[src/rtl/led_seq_pkg.sv]
// Shared constants and types for the LED sequencer.
package led_seq_pkg;

  // Operating mode, selected by wdata[1:0] on a control write.
  typedef enum logic [1:0] {
    MODE_MANUAL = 2'b00,
    MODE_BLINK  = 2'b01,
    MODE_SHIFT  = 2'b10,
    MODE_COUNT  = 2'b11
  } mode_t;

  // Register select values for the CPU write port.
  localparam logic SEL_DATA = 1'b0;
  localparam logic SEL_CTRL = 1'b1;

  // Rotate an 8-bit pattern left by one position.
  function automatic logic [7:0] rotl8(input logic [7:0] v);
    return {v[6:0], v[7]};
  endfunction

endpackage

[src/rtl/led_seq_if.sv]
// CPU write port plus LED-register output port of the LED sequencer.
//
// Handshake: wr is a single-cycle write strobe qualified by sel/wdata.
// There is no ready; every write is accepted on the edge that samples it.
// led_we is a single-cycle strobe qualifying led_in for the LED register.
interface led_seq_if;
  import led_seq_pkg::*;

  logic        wr;
  logic        sel;
  logic [15:0] wdata;
  logic [15:0] led_in;
  logic        led_we;
  logic [1:0]  mode;
  logic        tick;

  modport master (
    output wr, sel, wdata,
    input  led_in, led_we, mode, tick
  );

  modport slave (
    input  wr, sel, wdata,
    output led_in, led_we, mode, tick
  );

endinterface

[src/rtl/led_prescaler.sv]
// Pattern-step prescaler: counts 0..TICK_DIV-1 while enabled and flags the
// terminal count. Held at zero while disabled; clear restarts the period.
// TICK_DIV must be at least 2 and fit in CNT_W bits.
module led_prescaler #(
  parameter int TICK_DIV = 25_000_000,
  parameter int CNT_W    = 25
) (
  input  logic clk,
  input  logic reset,
  input  logic enable,
  input  logic clear,
  output logic step
);

  localparam logic [CNT_W-1:0] LAST = CNT_W'(TICK_DIV - 1);

  logic [CNT_W-1:0] r_cnt;
  logic             w_last;

  assign w_last = (r_cnt == LAST);
  assign step   = enable && w_last;

  // Counter: zero on reset/clear/disable, wraps at the terminal count.
  always_ff @(posedge clk) begin
    if (!reset || clear || !enable) begin
      r_cnt <= '0;
    end else if (w_last) begin
      r_cnt <= '0;
    end else begin
      r_cnt <= r_cnt + 1'b1;
    end
  end

endmodule

[src/rtl/led_sequencer.sv]
// LED sequencer: arbitrates CPU writes against a prescaler-paced pattern
// engine (blink / rotate / count) and drives a registered LED write port.
// Priority: control write > data write > pending control redisplay > step.
module led_sequencer
  import led_seq_pkg::*;
#(
  parameter int TICK_DIV = 25_000_000,
  parameter int CNT_W    = 25
) (
  input  logic   clk,
  input  logic   reset,
  led_seq_if.slave bus
);

  mode_t       r_mode;
  logic [7:0]  r_pat;
  logic        r_phase;
  logic        r_show;     // control write seen last cycle: redisplay pat
  logic [15:0] r_led_in;
  logic        r_led_we;
  logic        r_tick;

  mode_t       w_mode_nxt;
  logic [7:0]  w_pat_nxt;
  logic        w_phase_nxt;
  logic        w_show_nxt;
  logic [15:0] w_led_in_nxt;
  logic        w_led_we_nxt;
  logic        w_ctrl_wr;
  logic        w_data_wr;
  logic        w_step;
  logic        w_unused;

  assign w_ctrl_wr = bus.wr && (bus.sel == SEL_CTRL);
  assign w_data_wr = bus.wr && (bus.sel == SEL_DATA);
  assign w_unused  = ^bus.wdata[15:8];

  led_prescaler #(
    .TICK_DIV (TICK_DIV),
    .CNT_W    (CNT_W)
  ) u_prescaler (
    .clk    (clk),
    .reset  (reset),
    .enable (r_mode != MODE_MANUAL),
    .clear  (w_ctrl_wr),
    .step   (w_step)
  );

  // Next-state and output selection; a dropped step leaves pat/phase alone.
  always_comb begin
    w_mode_nxt   = r_mode;
    w_pat_nxt    = r_pat;
    w_phase_nxt  = r_phase;
    w_show_nxt   = 1'b0;
    w_led_we_nxt = 1'b0;
    w_led_in_nxt = r_led_in;
    if (w_ctrl_wr) begin
      w_mode_nxt  = mode_t'(bus.wdata[1:0]);
      w_phase_nxt = 1'b1;
      w_show_nxt  = 1'b1;
    end else if (w_data_wr) begin
      w_pat_nxt    = bus.wdata[7:0];
      w_led_we_nxt = 1'b1;
      w_led_in_nxt = {8'h00, bus.wdata[7:0]};
    end else if (r_show) begin
      w_led_we_nxt = 1'b1;
      w_led_in_nxt = {8'h00, r_pat};
    end else if (w_step) begin
      case (r_mode)
        MODE_BLINK: begin
          w_phase_nxt  = ~r_phase;
          w_led_we_nxt = 1'b1;
          w_led_in_nxt = ~r_phase ? {8'h00, r_pat} : 16'h0000;
        end
        MODE_SHIFT: begin
          w_pat_nxt    = rotl8(r_pat);
          w_led_we_nxt = 1'b1;
          w_led_in_nxt = {8'h00, rotl8(r_pat)};
        end
        MODE_COUNT: begin
          w_pat_nxt    = r_pat + 8'h01;
          w_led_we_nxt = 1'b1;
          w_led_in_nxt = {8'h00, r_pat + 8'h01};
        end
        default: begin
          w_led_we_nxt = 1'b0;
        end
      endcase
    end
  end

  // State and output registers.
  always_ff @(posedge clk) begin
    if (!reset) begin
      r_mode   <= MODE_MANUAL;
      r_pat    <= 8'h00;
      r_phase  <= 1'b0;
      r_show   <= 1'b0;
      r_led_in <= 16'h0000;
      r_led_we <= 1'b0;
      r_tick   <= 1'b0;
    end else begin
      r_mode   <= w_mode_nxt;
      r_pat    <= w_pat_nxt;
      r_phase  <= w_phase_nxt;
      r_show   <= w_show_nxt;
      r_led_in <= w_led_in_nxt;
      r_led_we <= w_led_we_nxt;
      r_tick   <= w_step;
    end
  end

  assign bus.led_in = r_led_in;
  assign bus.led_we = r_led_we;
  assign bus.mode   = r_mode;
  assign bus.tick   = r_tick;

endmodule

[src/flat_wrapper.sv]
// flat-port wrapper written by rule: the top's interface ports become plain ports
module led_sequencer_flat import led_seq_pkg::*;
#(
  parameter int TICK_DIV = 25_000_000,
  parameter int CNT_W    = 25
)
  (clk, reset, bus_wr, bus_sel, bus_wdata, bus_led_in, bus_led_we, bus_mode, bus_tick);
  led_seq_if bus_i ();
  input  logic clk;
  input  logic reset;
  input wire logic [$bits(bus_i.wr)-1:0] bus_wr;
  input wire logic [$bits(bus_i.sel)-1:0] bus_sel;
  input wire logic [$bits(bus_i.wdata)-1:0] bus_wdata;
  output wire logic [$bits(bus_i.led_in)-1:0] bus_led_in;
  output wire logic [$bits(bus_i.led_we)-1:0] bus_led_we;
  output wire logic [$bits(bus_i.mode)-1:0] bus_mode;
  output wire logic [$bits(bus_i.tick)-1:0] bus_tick;
  assign bus_i.wr = bus_wr;
  assign bus_i.sel = bus_sel;
  assign bus_i.wdata = bus_wdata;
  assign bus_led_in = bus_i.led_in;
  assign bus_led_we = bus_i.led_we;
  assign bus_mode = bus_i.mode;
  assign bus_tick = bus_i.tick;
  led_sequencer #(.TICK_DIV(TICK_DIV), .CNT_W(CNT_W)) u_core (.clk(clk), .reset(reset), .bus(bus_i));
endmodule
[config.mk]
export PLATFORM = sky130hd
export DESIGN_NAME = led_sequencer_flat
export DESIGN_NICKNAME = d
export VERILOG_FILES = /design/src/rtl/led_seq_pkg.sv /design/src/rtl/led_seq_if.sv /design/src/rtl/led_prescaler.sv /design/src/rtl/led_sequencer.sv /design/src/flat_wrapper.sv
export SDC_FILE = /design/constraint.sdc
export NUM_CORES = 1
export LEC_CHECK = 0
export CAP_MARGIN = 15
export CORE_MARGIN = 4
export CORE_UTILIZATION = 45
export CTS_BUF_LIST = sky130_fd_sc_hd__clkbuf_16
export DETAILED_ROUTE_END_ITERATION = 10
export PLACE_DENSITY = 0.7
export SETUP_SLACK_MARGIN = 0.4
export SLEW_MARGIN = 30
export SYNTH_ARGS = -nofsm -noshare
export SYNTH_HDL_FRONTEND = slang
export SYNTH_SLANG_ARGS = --single-unit
[constraint.sdc]
create_clock -name clk -period 2.3 [get_ports clk]
set_input_delay 0.345 -clock clk [delete_from_list [all_inputs] [get_ports clk]]
set_output_delay 0.345 -clock clk [all_outputs]
set_load 0.01 [all_outputs]
Word-level counts from Yosys, hierarchy flattened
Cells that the tools add are included.
- add/subtract/negate cells: 2
- equality and inequality tests: 7
- multiplexer cells: 19
- bitwise logic cells: 4
- reduce and logical (&&, ||, !) cells: 20
- operators by type and width (operator ; number):
    $mux 16 ; 3
    $pmux 16 s3 ; 1
    $mux 8 ; 4
    $add 25x1->25 const B ; 1
    $eq 25x25->1 const B ; 1
    $pmux 8 s2 ; 1
    $mux 1 ; 10
    $add 8x1->8 const B ; 1
    $reduce_and 4->1 ; 2
    $reduce_bool 2->1 ; 4
    $ne 2x2->1 const B ; 3
    $reduce_bool 3->1 ; 2
    $reduce_bool 5->1 ; 1
    $eq 2x2->1 const B ; 2
    $not 1->1 ; 4
    $reduce_or 2->1 ; 2
    $logic_and 1x1->1 ; 3
    $reduce_and 3->1 ; 1
    $reduce_or 3->1 ; 1
    $eq 2x1->1 const B ; 1
    $logic_not 1->1 ; 2
    $logic_or 1x1->1 ; 2
- flip-flop bits (word level): 55

Longest topological paths before layout
Gate-level depths: netlist of run 1.
- depth after elaboration: 6
- mapped depth: 8
- gate-level depth less buffers: 7

Modules after synthesis
Synthesis of run 1 repeated with hierarchy kept, for this count alone.
- cells, all modules: 330
- area total of the unflattened synthesis: 2741.4 um2
- by module, submodules not included (module ; times used ; cells each ; area an instance (um2) ; sequential area each (um2)):
    led_sequencer ; 1 ; 196 ; 1522.7 ; 440.4
    led_prescaler ; 1 ; 134 ; 1218.7 ; 500.5

Worst setup path after synthesis of run 1
Ideal clock, no wire load.
- kind: register to register
- start: register u_core.r_mode[0] (netlist: u_core.bus.mode[0])
- end: register u_core.r_led_in[4] (netlist: u_core.bus.led_in[4])
- data arrival time: 1798 ps
- data required time: 2227 ps
- path slack: 430 ps
- stages on the path, launching flop included: 9
- path buffers: 1
- cell sequence: dfxtp_1 inv_1 ha_1 clkbuf_1 nor3_1 a211oi_1 o221ai_1 o211ai_1 mux2i_1
- longest elaborated chain between the ends: 5
- RTL lines (item ; RTL line ; text):
    start, declared ; led_sequencer.sv:15 ; mode_t r_mode;
    start signal, assigned ; led_sequencer.sv:103 ; r_mode <= w_mode_nxt;
    $eq 2x2->1 / $eq 2x1->1 (equally long branches) ; led_sequencer.sv:69 ; case (r_mode)
    $pmux 16 s3 ; led_sequencer.sv:69 ;
    $mux 16 ; led_sequencer.sv:68 ; end else if (w_step) begin
    $mux 16 ; led_sequencer.sv:65 ; end else if (r_show) begin
    $mux 16 ; led_sequencer.sv:61 ; end else if (w_data_wr) begin
    end signal, assigned ; led_sequencer.sv:107 ; r_led_in <= w_led_in_nxt;
    end, declared ; led_sequencer.sv:19 ; logic [15:0] r_led_in;
Several ways; a longest one is shown, not always the timed one. The select of a mux whose other input is x is not followed.
A chain may end at the register's enable or synchronous reset.

Worst setup path after layout of run 1
- start: register u_core.r_pat[1]
- end: register u_core.r_led_in[6] (netlist: u_core.bus.led_in[6])
- longest elaborated chain between the ends: 5
- RTL lines (item ; RTL line ; text):
    start, declared ; led_sequencer.sv:16 ; logic [7:0] r_pat;
    start signal, assigned ; led_sequencer.sv:104 ; r_pat <= w_pat_nxt;
    $add 8x1->8 ; led_sequencer.sv:83 ; w_led_in_nxt = {8'h00, r_pat + 8'h01};
    $pmux 16 s3 ; led_sequencer.sv:69 ;
    $mux 16 ; led_sequencer.sv:68 ;
    $mux 16 ; led_sequencer.sv:65 ;
    $mux 16 ; led_sequencer.sv:61 ;
No other way between the ends. The select of a mux whose other input is x is not followed.

==> results of run 1 <==
-- registers in the layout, indices dropped and copies added (netlist names) --
signal,count
u_core.u_prescaler.r_cnt,25
u_core.r_pat,8
u_core.bus.tick,1
u_core.bus.led_in,8
u_core.r_phase,1
u_core.bus.led_we,1
u_core.r_show,1
u_core.bus.mode,2
-- cell type report --
type                    count  area (sq um)  share of cell area, %
clock buffers               5           125                   3.83
clock inverters             3          22.5                  0.689
inverters                   8          30.0                  0.918
multi-input cells         249          1700                   51.9
flip-flops and latches     47           957                   29.3
well taps                  75          93.8                   2.87
repair buffers             36           344                   10.5
-- per-layer routing --
metal,global-route usage [%],up-vias
met4,6.23,0
met1,20.8,1071
met5,0,-
met3,3.04,11
met2,29.6,48
li1,-,1175
-- through the flow --
| stage | setup slack (ns) | hold slack, ns | total power, mW | area, sq um | util, % |
|---|---|---|---|---|---|
| floorplan | 0.430 | 0.442 | 1.00 | 2790 | - |
| global placement | 0.252 | 0.446 | 1.07 | 3030 | 50.9 |
| detailed placement | 0.235 | 0.455 | 1.07 | 3030 | 50.9 |
| CTS | 0.414 | 0.461 | 1.81 | 3230 | 54.2 |
| global route | 0.296 | 0.487 | 1.86 | 3270 | 54.9 |
| finish | 0.460 | 0.458 | 1.79 | 3270 | 54.9 |
-- critical path, cell delays in order, from the launching register on --
cell,delay [ns]
dfxtp_1,0.44
ha_1,0.28
nand3_1,0.14
or4_1,0.54
a41o_1,0.26
mux2i_1,0.11
-- how the worst max path moves through the flow --
stage | slack, ns | from | cells past startpoint | endpoint
after floorplan | 0.43 | u_core.bus.mode[0] | 8 | u_core.bus.led_in[4]
after global placement | 0.25 | u_core.u_prescaler.r_cnt[0] | 7 | u_core.r_pat[2]
after detailed placement | 0.24 | u_core.u_prescaler.r_cnt[0] | 7 | u_core.r_pat[2]
after CTS | 0.41 | u_core.bus.mode[0] | 8 | u_core.bus.led_in[3]
after global routing | 0.30 | u_core.bus.mode[0] | 8 | u_core.bus.led_in[3]
final | 0.46 | u_core.r_pat[1] | 5 | u_core.bus.led_in[6]
-- logic make-up (layout without fill, tap and decap cells) --
group,after synthesis,after routing,share of synthesized area [%]
xor gates and xnor gates,26,26,8.23
other,1,8,0.136
AOI/OAI and AO/OA,68,68,16.6
and+or+nand+nor,130,130,27.8
buffers and inverters,35,52,6.51
DFF,47,47,34.0
adders and majority gates,6,6,2.71
muxes,11,11,4.03
-- placed cells by master (no fill, tap or decap), drive strengths merged, types with 2 or more instances in the layout --
master | netlist | final
a2111oi | 3 | 3
a211oi | 3 | 3
a21o | 2 | 2
a21oi | 18 | 18
a22oi | 6 | 6
and2 | 2 | 2
and3 | 4 | 4
and4 | 3 | 3
buf | 16 | 13
clkbuf | 11 | 5
clkdlybuf4s50 | 0 | 23
clkinv | 1 | 2
conb | 1 | 8
dfxtp | 47 | 47
ha | 6 | 6
inv | 7 | 9
mux2i | 10 | 10
nand2 | 30 | 30
nand2b | 2 | 2
nand3 | 22 | 22
nand3b | 3 | 3
nand4 | 7 | 7
nor2 | 35 | 35
nor2b | 6 | 6
nor3 | 6 | 6
nor4 | 4 | 4
o211ai | 6 | 6
o21ai | 19 | 19
o31ai | 2 | 2
xnor2 | 7 | 7
xor2 | 19 | 19
-- power groups by stage --
stage / clock network [mW] / logic [mW] / registers (mW)
2_1_floorplan: 0 / 0.132 / 0.870
3_3_place_gp: 0 / 0.188 / 0.880
3_5_place_dp: 0 / 0.189 / 0.881
4_1_cts: 0.754 / 0.191 / 0.862
5_1_grt: 0.788 / 0.213 / 0.864
6_report: 0.735 / 0.192 / 0.860
-- timing repair --
action,4_1_cts,5_1_grt
buffers inserted,1,3
pin swaps,2,4
setup endpoints to repair,10,16
resized for setup,8,10
==> run_results.csv, run 1 <==
group,metric,value,unit
worst_setup_path,critPathKind,"register to register",
logic_synthesis,synthArstFlopShare,0,%
grt,grt_overflow,0,
finish,synthToLayoutAreaGrowth,18.2,%
worst_setup_path,path_max_fanout,7,
clock_tree,cts_buffers,5,
sta,finalSetupViolCount,0,
routing,avgRoutedWirePerCell,14.2,microns
logic_synthesis,synth_area_leader_cell,"dfxtp_1",
die,die_x,86.4,microns
die,core,5960,sq um
routing,totalWireLength,6.01,mm
power_and_ir_drop,clockPowerShare,41.1,%
power_and_ir_drop,power.internal,1.33,mW
logic_synthesis,ys_ff_latch,47,
routing,ant_nets,0,
logic_synthesis,synth.area.top_cells,"dfxtp_1, xor2_1, nor2_1",
routing,top_layer_used,"met4",
clock_tree,path_clk_slew,0.06,ns
clock_tree,insertion_delay,0.29,ns
job,max_cap_viol_count,0,
logic_synthesis,synth_area,2770,sq um
finish,nNetsFinal,373,
finish,drive_above_1_share,15.8,%
worst_setup_path,worstSetupStartpointType,"register",
grt,grt_pass1_vias,2216,
grt,antenna_found_initial,0,
hold_path,worstHoldEndpoint,"u_core.bus.led_in[3]",
worst_setup_path,r2r-end,"u_core.bus.led_in[6]",
logic_synthesis,synthDominantCellAreaShare,34.0,%
clock_tree,clock-sinks,47,
sta,tns,0,ns
logic_synthesis,syn_inst,324,
finish,fill_cells,540,
worst_setup_path,r2r_cells,5,
logic_synthesis,ys_top_cells_by_count,"dfxtp_1, nor2_1, nand2_1, nand3_1, xor2_1",
grt,grt_pass1_wl,10.2,mm
logic_synthesis,yosysUniqueCellTypes,59,
logic_synthesis,synth_ff_type,"dfxtp_1",
worst_setup_path,cp-end-kind,"register",
die,placementRows,28,
routing,drtPass1Iterations,4,
power_and_ir_drop,power_leakage,1.18,nW
routing,wl_met3,213,microns
placed_design,gp_congestion,0.805,
worst_setup_path,timing.rr.start,"u_core.r_pat[1]",
status,status,"completed",
logic_synthesis,synth-edff-count,0,
finish,final_cells,423,
die,initial_core_util,46.4,%
power_and_ir_drop,switching_share,25.5,%
logic_synthesis,yosysWarningCount,0,
placed_design,post-place-cells,411,
sta,grt_setup_unrepaired,"true",
die,chipHeight,86.4,microns
power_and_ir_drop,ir_worst_vdd,0.442,mV
grt,grt_util_all_layers,17.0,%
grt,grt_max_degree,26,
clock_tree,clockBufferDepth,2,
worst_setup_path,ff2ff_setup_slack,0.46,ns
clock_tree,cts-root-buf,"clkbuf_16",
placed_design,dp_hpwl,4.20,mm
clock_tree,holdBufCountCts,0,
die,ios,40,
power_and_ir_drop,power.density,547,nW/um^2
logic_synthesis,synth.most_common_cell,"dfxtp_1",
sta,finalMaxSlewViolations,0,
routing,viasPerCell,5.45,
sta,post-route-min-period,1.84,ns
routing,drc,0,
hold_path,min-delay-start,"u_core.bus.led_in[3]",
worst_setup_path,critPathArrivalTime,2.06,ns
clock_tree,tritoncts,"yes",
finish,antenna_cells,0,
sta,fin_skew,0.00891,ns
routing,m1WireLength,2.65,mm
die,dieArea,7470,sq um
logic_synthesis,synth_seq_area_share,34.0,%
routing,vias,2305,
hold_path,hold_path.class,"register to register",
hold_path,holdPathStages,2,
sta,final.period_utilization,80.0,%
sta,hold_violations,0,
logic_synthesis,syn_area_per_cell,8.54,sq um
sta,fmax,544,MHz
worst_setup_path,critPathRequiredTime,2.52,ns
power_and_ir_drop,pwr-share-comb,10.7,%
routing,dr.first_iter.drc_count,107,
clock_tree,cts_htree_levels,2,
routing,wl_met2,3.06,mm
power_and_ir_drop,power_switching,0.456,mW
placed_design,port_buffers,23,
power_and_ir_drop,seqPwrFrac,48.1,%
Power figures use the tool's default switching activity.
==> inputs of run 2 (changes only) <==
==> constraint.sdc (replaced) <==
create_clock -name clk -period 1.8 [get_ports clk]
set_input_delay 0.27 -clock clk [delete_from_list [all_inputs] [get_ports clk]]
set_output_delay 0.27 -clock clk [all_outputs]
set_load 0.01 [all_outputs]
==> run 2 against run 1 <==
Compared with the run above:
- combinational power increased by 84%
- flip-flop and latch count unchanged
- clock skew increased by 0.0044 ns
- final cell count increased by 12%
- hold slack got worse by 0.0074 ns
- routed wire length increased by 43%
- worst setup slack got worse by 0.35 ns
- design area increased by 27%
- first-iteration DRC count increased by 50%
- power increased by 34%
==> run_results.csv, run 2 (synthesis gave the netlist of run 1 again) <==
group,metric,value,unit
status,status,"completed",
clock_tree,clock-sinks,47,
grt,grt_pass1_wl,12.0,mm
routing,dr.first_iter.drc_count,161,
finish,top_register,"u_core.u_prescaler.r_cnt",
routing,ant_nets,0,
clock_tree,clockBufferDepth,2,
finish,final_core_util,69.8,%
worst_setup_path,critPathKind,"register to register",
die,chipHeight,86.4,microns
sta,finalSetupViolCount,0,
worst_setup_path,cp-end-kind,"register",
die,initial_core_util,46.4,%
clock_tree,tritoncts,"yes",
worst_setup_path,critPathRequiredTime,1.98,ns
grt,grt_util_all_layers,20.1,%
clock_tree,cts_htree_levels,2,
sta,post-route-min-period,1.69,ns
routing,drc,0,
clock_tree,cts-root-buf,"clkbuf_16",
die,dieArea,7470,sq um
finish,nNetsFinal,425,
power_and_ir_drop,power_leakage,1.60,nW
finish,fill_cells,427,
sta,fin_skew,0.0133,ns
placed_design,place_area,3380,sq um
grt,grt_pass1_vias,2511,
power_and_ir_drop,ir_worst_vdd,0.666,mV
sta,tns,0,ns
power_and_ir_drop,finalPower,2.39,mW
worst_setup_path,worstSetupStartpointType,"register",
sta,finalMaxSlewViolations,0,
grt,grt_max_degree,16,
routing,totalWireLength,8.60,mm
job,max_cap_viol_count,0,
finish,final_common_cell,"buf_4",
finish,synthToLayoutAreaGrowth,50.2,%
placed_design,dp_hpwl,4.76,mm
die,placementRows,28,
routing,drtPass1Iterations,5,
finish,final_cell_mix,"buf_4, nand2_1, dfxtp_1",
routing,vias,2712,
grt,grt_overflow,0,
sta,hold_violations,0,
sta,fmax,591,MHz
finish,drive_above_1_share,41.8,%
sta,final.period_utilization,94.0,%
clock_tree,cts_buffers,5,
die,core,5960,sq um
finish,largest_register_ffs,25,
placed_design,port_buffers,23,
clock_tree,path_clk_slew,0.07,ns
worst_setup_path,path_max_fanout,5,
die,die_x,86.4,microns
sta,whs,0.451,ns
placed_design,gp_congestion,0.878,
finish,antenna_cells,0,
sta,grt_setup_unrepaired,"true",
die,ios,40,
finish,final_cell_area,4160,sq um
hold_path,hold_path.class,"register to register",
grt,antenna_found_initial,0,
power_and_ir_drop,power.density,575,nW/um^2
routing,viasPerCell,5.71,
routing,avgRoutedWirePerCell,18.1,microns
worst_setup_path,critPathArrivalTime,1.87,ns
clock_tree,insertion_delay,0.29,ns
-- run 2: cell types whose count changed in the layout (fill, tap and decap cells not counted), moves of 11 or more --
cell	change
clkdlybuf4s50_1	-12
nor2_1	-19
dfxtp_1	-14
nor2_4	+17
buf_4	+39
dlygate4sd2_1	+11
-- run 2: path summary, 6_finish.rpt --
| check | startpoint | to | slack, ns | cells past startpoint |
|---|---|---|---|---|
| min reg2reg | u_core.u_prescaler.r_cnt[0] | u_core.u_prescaler.r_cnt[0] | 0.45 | 1 |
| max reg2reg | u_core.u_prescaler.r_cnt[16] | u_core.r_pat[5] | 0.11 | 6 |
| max | u_core.u_prescaler.r_cnt[16] | u_core.r_pat[5] | 0.11 | 6 |
| min | u_core.u_prescaler.r_cnt[0] | u_core.u_prescaler.r_cnt[0] | 0.45 | 1 |
-- run 2: worst max-delay path, stage by stage, from the launching register on --
cell      delay, ns
dfxtp_1        0.44
and4bb_2       0.32
nand4_4        0.15
nor3_4         0.25
buf_12         0.15
mux2i_1        0.18
a21oi_1        0.08
-- run 2: cell type report --
type / instances / area (sq um) / area share, %
multi-input cells: 249 / 2070 / 49.8
repair buffers: 88 / 825 / 19.8
inverters: 8 / 35.0 / 0.843
clock buffers: 5 / 125 / 3.01
well taps: 75 / 93.8 / 2.26
flip-flops and latches: 47 / 987 / 23.8
clock inverters: 3 / 18.8 / 0.452
-- run 2: power by group --
part           internal (mW)  switching (mW)  leakage (nW)
sequential              1.06          0.0375         0.393
clock                  0.514           0.427        0.0718
combinational          0.175           0.179          1.13
-- run 2: stage by stage --
stage / cells / worst slack, ns
finish: 475 / 0.107
detailed placement: 429 / -0.0524
CTS: 465 / 0.134
global placement: 429 / -0.0137
floorplan: 331 / 0.284
global route: 475 / 0.0255
-- run 2: timing repair --
action,in CTS,in global routing
resized for setup,33,61
pin swaps,17,33
hold buffers,0,0
setup endpoints to repair,54,44
cloned,1,2
buffers inserted,27,8
-- run 2: routing by layer --
metal	wire, microns	GRT usage, %
met1	3570	25.6
met2	4330	34.6
met3	482	3.23
met4	218	6.66
met5	0	0
==> inputs of run 3 (changes only) <==
--- a/config.mk
+++ b/config.mk
@@ -10,7 +10,7 @@
 export CORE_UTILIZATION = 45
 export CTS_BUF_LIST = sky130_fd_sc_hd__clkbuf_16
 export DETAILED_ROUTE_END_ITERATION = 10
-export PLACE_DENSITY = 0.7
+export PLACE_DENSITY_LB_ADDON = 0.15
 export SETUP_SLACK_MARGIN = 0.4
 export SLEW_MARGIN = 30
 export SYNTH_ARGS = -nofsm -noshare
==> run 3 against run 2 <==
Compared with the run above:
- first-iteration DRC count shrank 25%
- fmax up 2.7%
- flip-flop and latch count did not move
- non-clock buffer count shrank 9
- combinational power down 7.6%
- routed wire length shrank 15%
- design area decreased by 6.0%
==> run_results.csv, run 3 (synthesis gave the netlist of run 1 again) <==
group,metric,value,unit
hold_path,holdPathStages,2,
clock_tree,clockBufferDepth,2,
routing,ant_nets,0,
routing,viasPerCell,5.48,
clock_tree,path_clk_slew,0.07,ns
placed_design,place_area,3320,sq um
sta,finalMaxSlewViolations,0,
sta,final.period_utilization,91.6,%
worst_setup_path,path_max_fanout,12,
sta,finalSetupViolCount,0,
hold_path,hold_path.class,"register to register",
finish,nNetsFinal,416,
status,status,"completed",
clock_tree,cts_htree_levels,2,
routing,vias,2553,
finish,final_cell_area,3910,sq um
finish,synthToLayoutAreaGrowth,41.2,%
die,initial_core_util,46.4,%
power_and_ir_drop,power.density,641,nW/um^2
clock_tree,tritoncts,"yes",
placed_design,post-place-cells,423,
routing,totalWireLength,7.28,mm
die,ios,40,
grt,grt_max_degree,19,
worst_setup_path,critPathKind,"register to register",
worst_setup_path,critPathRequiredTime,2.03,ns
hold_path,worstHoldEndpoint,"u_core.bus.led_in[6]",
sta,tns,0,ns
finish,final_cells,466,
routing,drtPass1Iterations,5,
sta,grt_setup_unrepaired,"true",
grt,grt_pass1_wl,12.2,mm
die,die_x,86.4,microns
job,max_cap_viol_count,0,
clock_tree,clock-sinks,47,
placed_design,dp_hpwl,4.72,mm
routing,drc,0,
finish,regArea,992,sq um
die,dieArea,7470,sq um
grt,grt_pass1_vias,2492,
worst_setup_path,r2r_cells,7,
routing,dr.first_iter.drc_count,120,
sta,hold_violations,0,
hold_path,min-delay-start,"u_core.bus.led_in[6]",
worst_setup_path,worstSetupStartpointType,"register",
placed_design,port_buffers,23,
finish,final_cell_mix,"buf_4, nor2_1, nand2_1, dfxtp_1, xor2_1",
placed_design,gp_congestion,0.845,
finish,multiInputGateArea,1920,sq um
sta,fin_skew,0.00231,ns
worst_setup_path,ff2ff_setup_slack,0.15,ns
grt,grt_util_all_layers,20.5,%
clock_tree,insertion_delay,0.29,ns
worst_setup_path,critPathArrivalTime,1.88,ns
placed_design,place_worst_setup_slack,-0.0635,ns
die,placementRows,28,
worst_setup_path,cp-end-kind,"register",
sta,worst_slack,0.151,ns
finish,fill_cells,493,
sta,post-route-min-period,1.65,ns
die,chipHeight,86.4,microns
clock_tree,cts-root-buf,"clkbuf_16",
grt,grt_overflow,0,
power_and_ir_drop,power_leakage,1.55,nW
worst_setup_path,timing.rr.start,"u_core.bus.mode[1]",
sta,fmax,606,MHz
finish,final_common_cell,"buf_4",
die,core,5960,sq um
finish,antenna_cells,0,
clock_tree,cts_buffers,5,
power_and_ir_drop,ir_worst_vdd,0.659,mV
finish,largest_register_ffs,25,
worst_setup_path,startpoint,"u_core.bus.mode[1]",
worst_setup_path,r2r-end,"u_core.r_pat[4]",
routing,avgRoutedWirePerCell,15.6,microns
grt,antenna_found_initial,0,
finish,drive_above_1_share,34.5,%
finish,top_register,"u_core.u_prescaler.r_cnt",
-- run 3: cell count changes in the layout (fill, tap and decap cells not counted), moves of 3 or more --
cell     delta
nor2_1     +19
nor2_4     -17
buf_4       -7
xor2_1      +5
xor2_2      -5
nand3_1     +3
nand3_2     -3
-- run 3: final cells by class --
class,instances,share of cell area (%)
multi-input combinational,249,49.0
tap,75,2.40
clock buffer,5,3.20
inverter,8,0.897
clock inverter,3,1.15
sequential,47,25.4
timing repair buffer,79,17.9
-- run 3: through the flow --
step	power, mW	utilization, %	hold WS [ns]
final	2.51	65.6	0.461
after detailed placement	1.41	55.8	0.457
after global routing	2.61	65.6	0.484
after floorplan	1.31	-	0.407
after global placement	1.40	55.8	0.446
after CTS	2.52	64.5	0.464
-- run 3: repair_timing --
action / in CTS / in global routing
gates cloned: 3 / 0
buffers inserted: 28 / 4
hold buffers: 0 / 0
setup endpoints to repair: 54 / 44
gates resized for setup: 49 / 11
pin swaps: 24 / 12
-- run 3: worst max path at each step --
stage | slack (ns) | endpoint
after floorplan | 0.28 | u_core.r_pat[6]
after global placement | -0.02 | u_core.r_pat[1]
after detailed placement | -0.06 | u_core.r_pat[5]
after CTS | 0.17 | u_core.r_pat[4]
after global routing | 0.07 | u_core.r_pat[2]
final | 0.15 | u_core.r_pat[4]
-- run 3: critical path, stage by stage, from the launching register on --
cell	delay [ns]
dfxtp_4	0.38
ha_4	0.23
o21ai_4	0.18
nor3_4	0.07
buf_6	0.13
buf_6	0.12
or3_4	0.36
a21oi_2	0.13
-- run 3: where the power goes --
group	internal, mW	leakage, nW	switching [mW]	total, mW
logic	0.160	1.08	0.167	0.327
registers	1.05	0.394	0.0351	1.09
clock network	0.662	0.0847	0.428	1.09
-- run 3: routing by layer --
layer	global-route usage [%]	part of all wire [%]	routed length, microns
met1	27.9	46	3380
met2	32.2	46	3380
met3	3.99	4.9	360
met4	7.37	2.2	159
met5	0	0	0
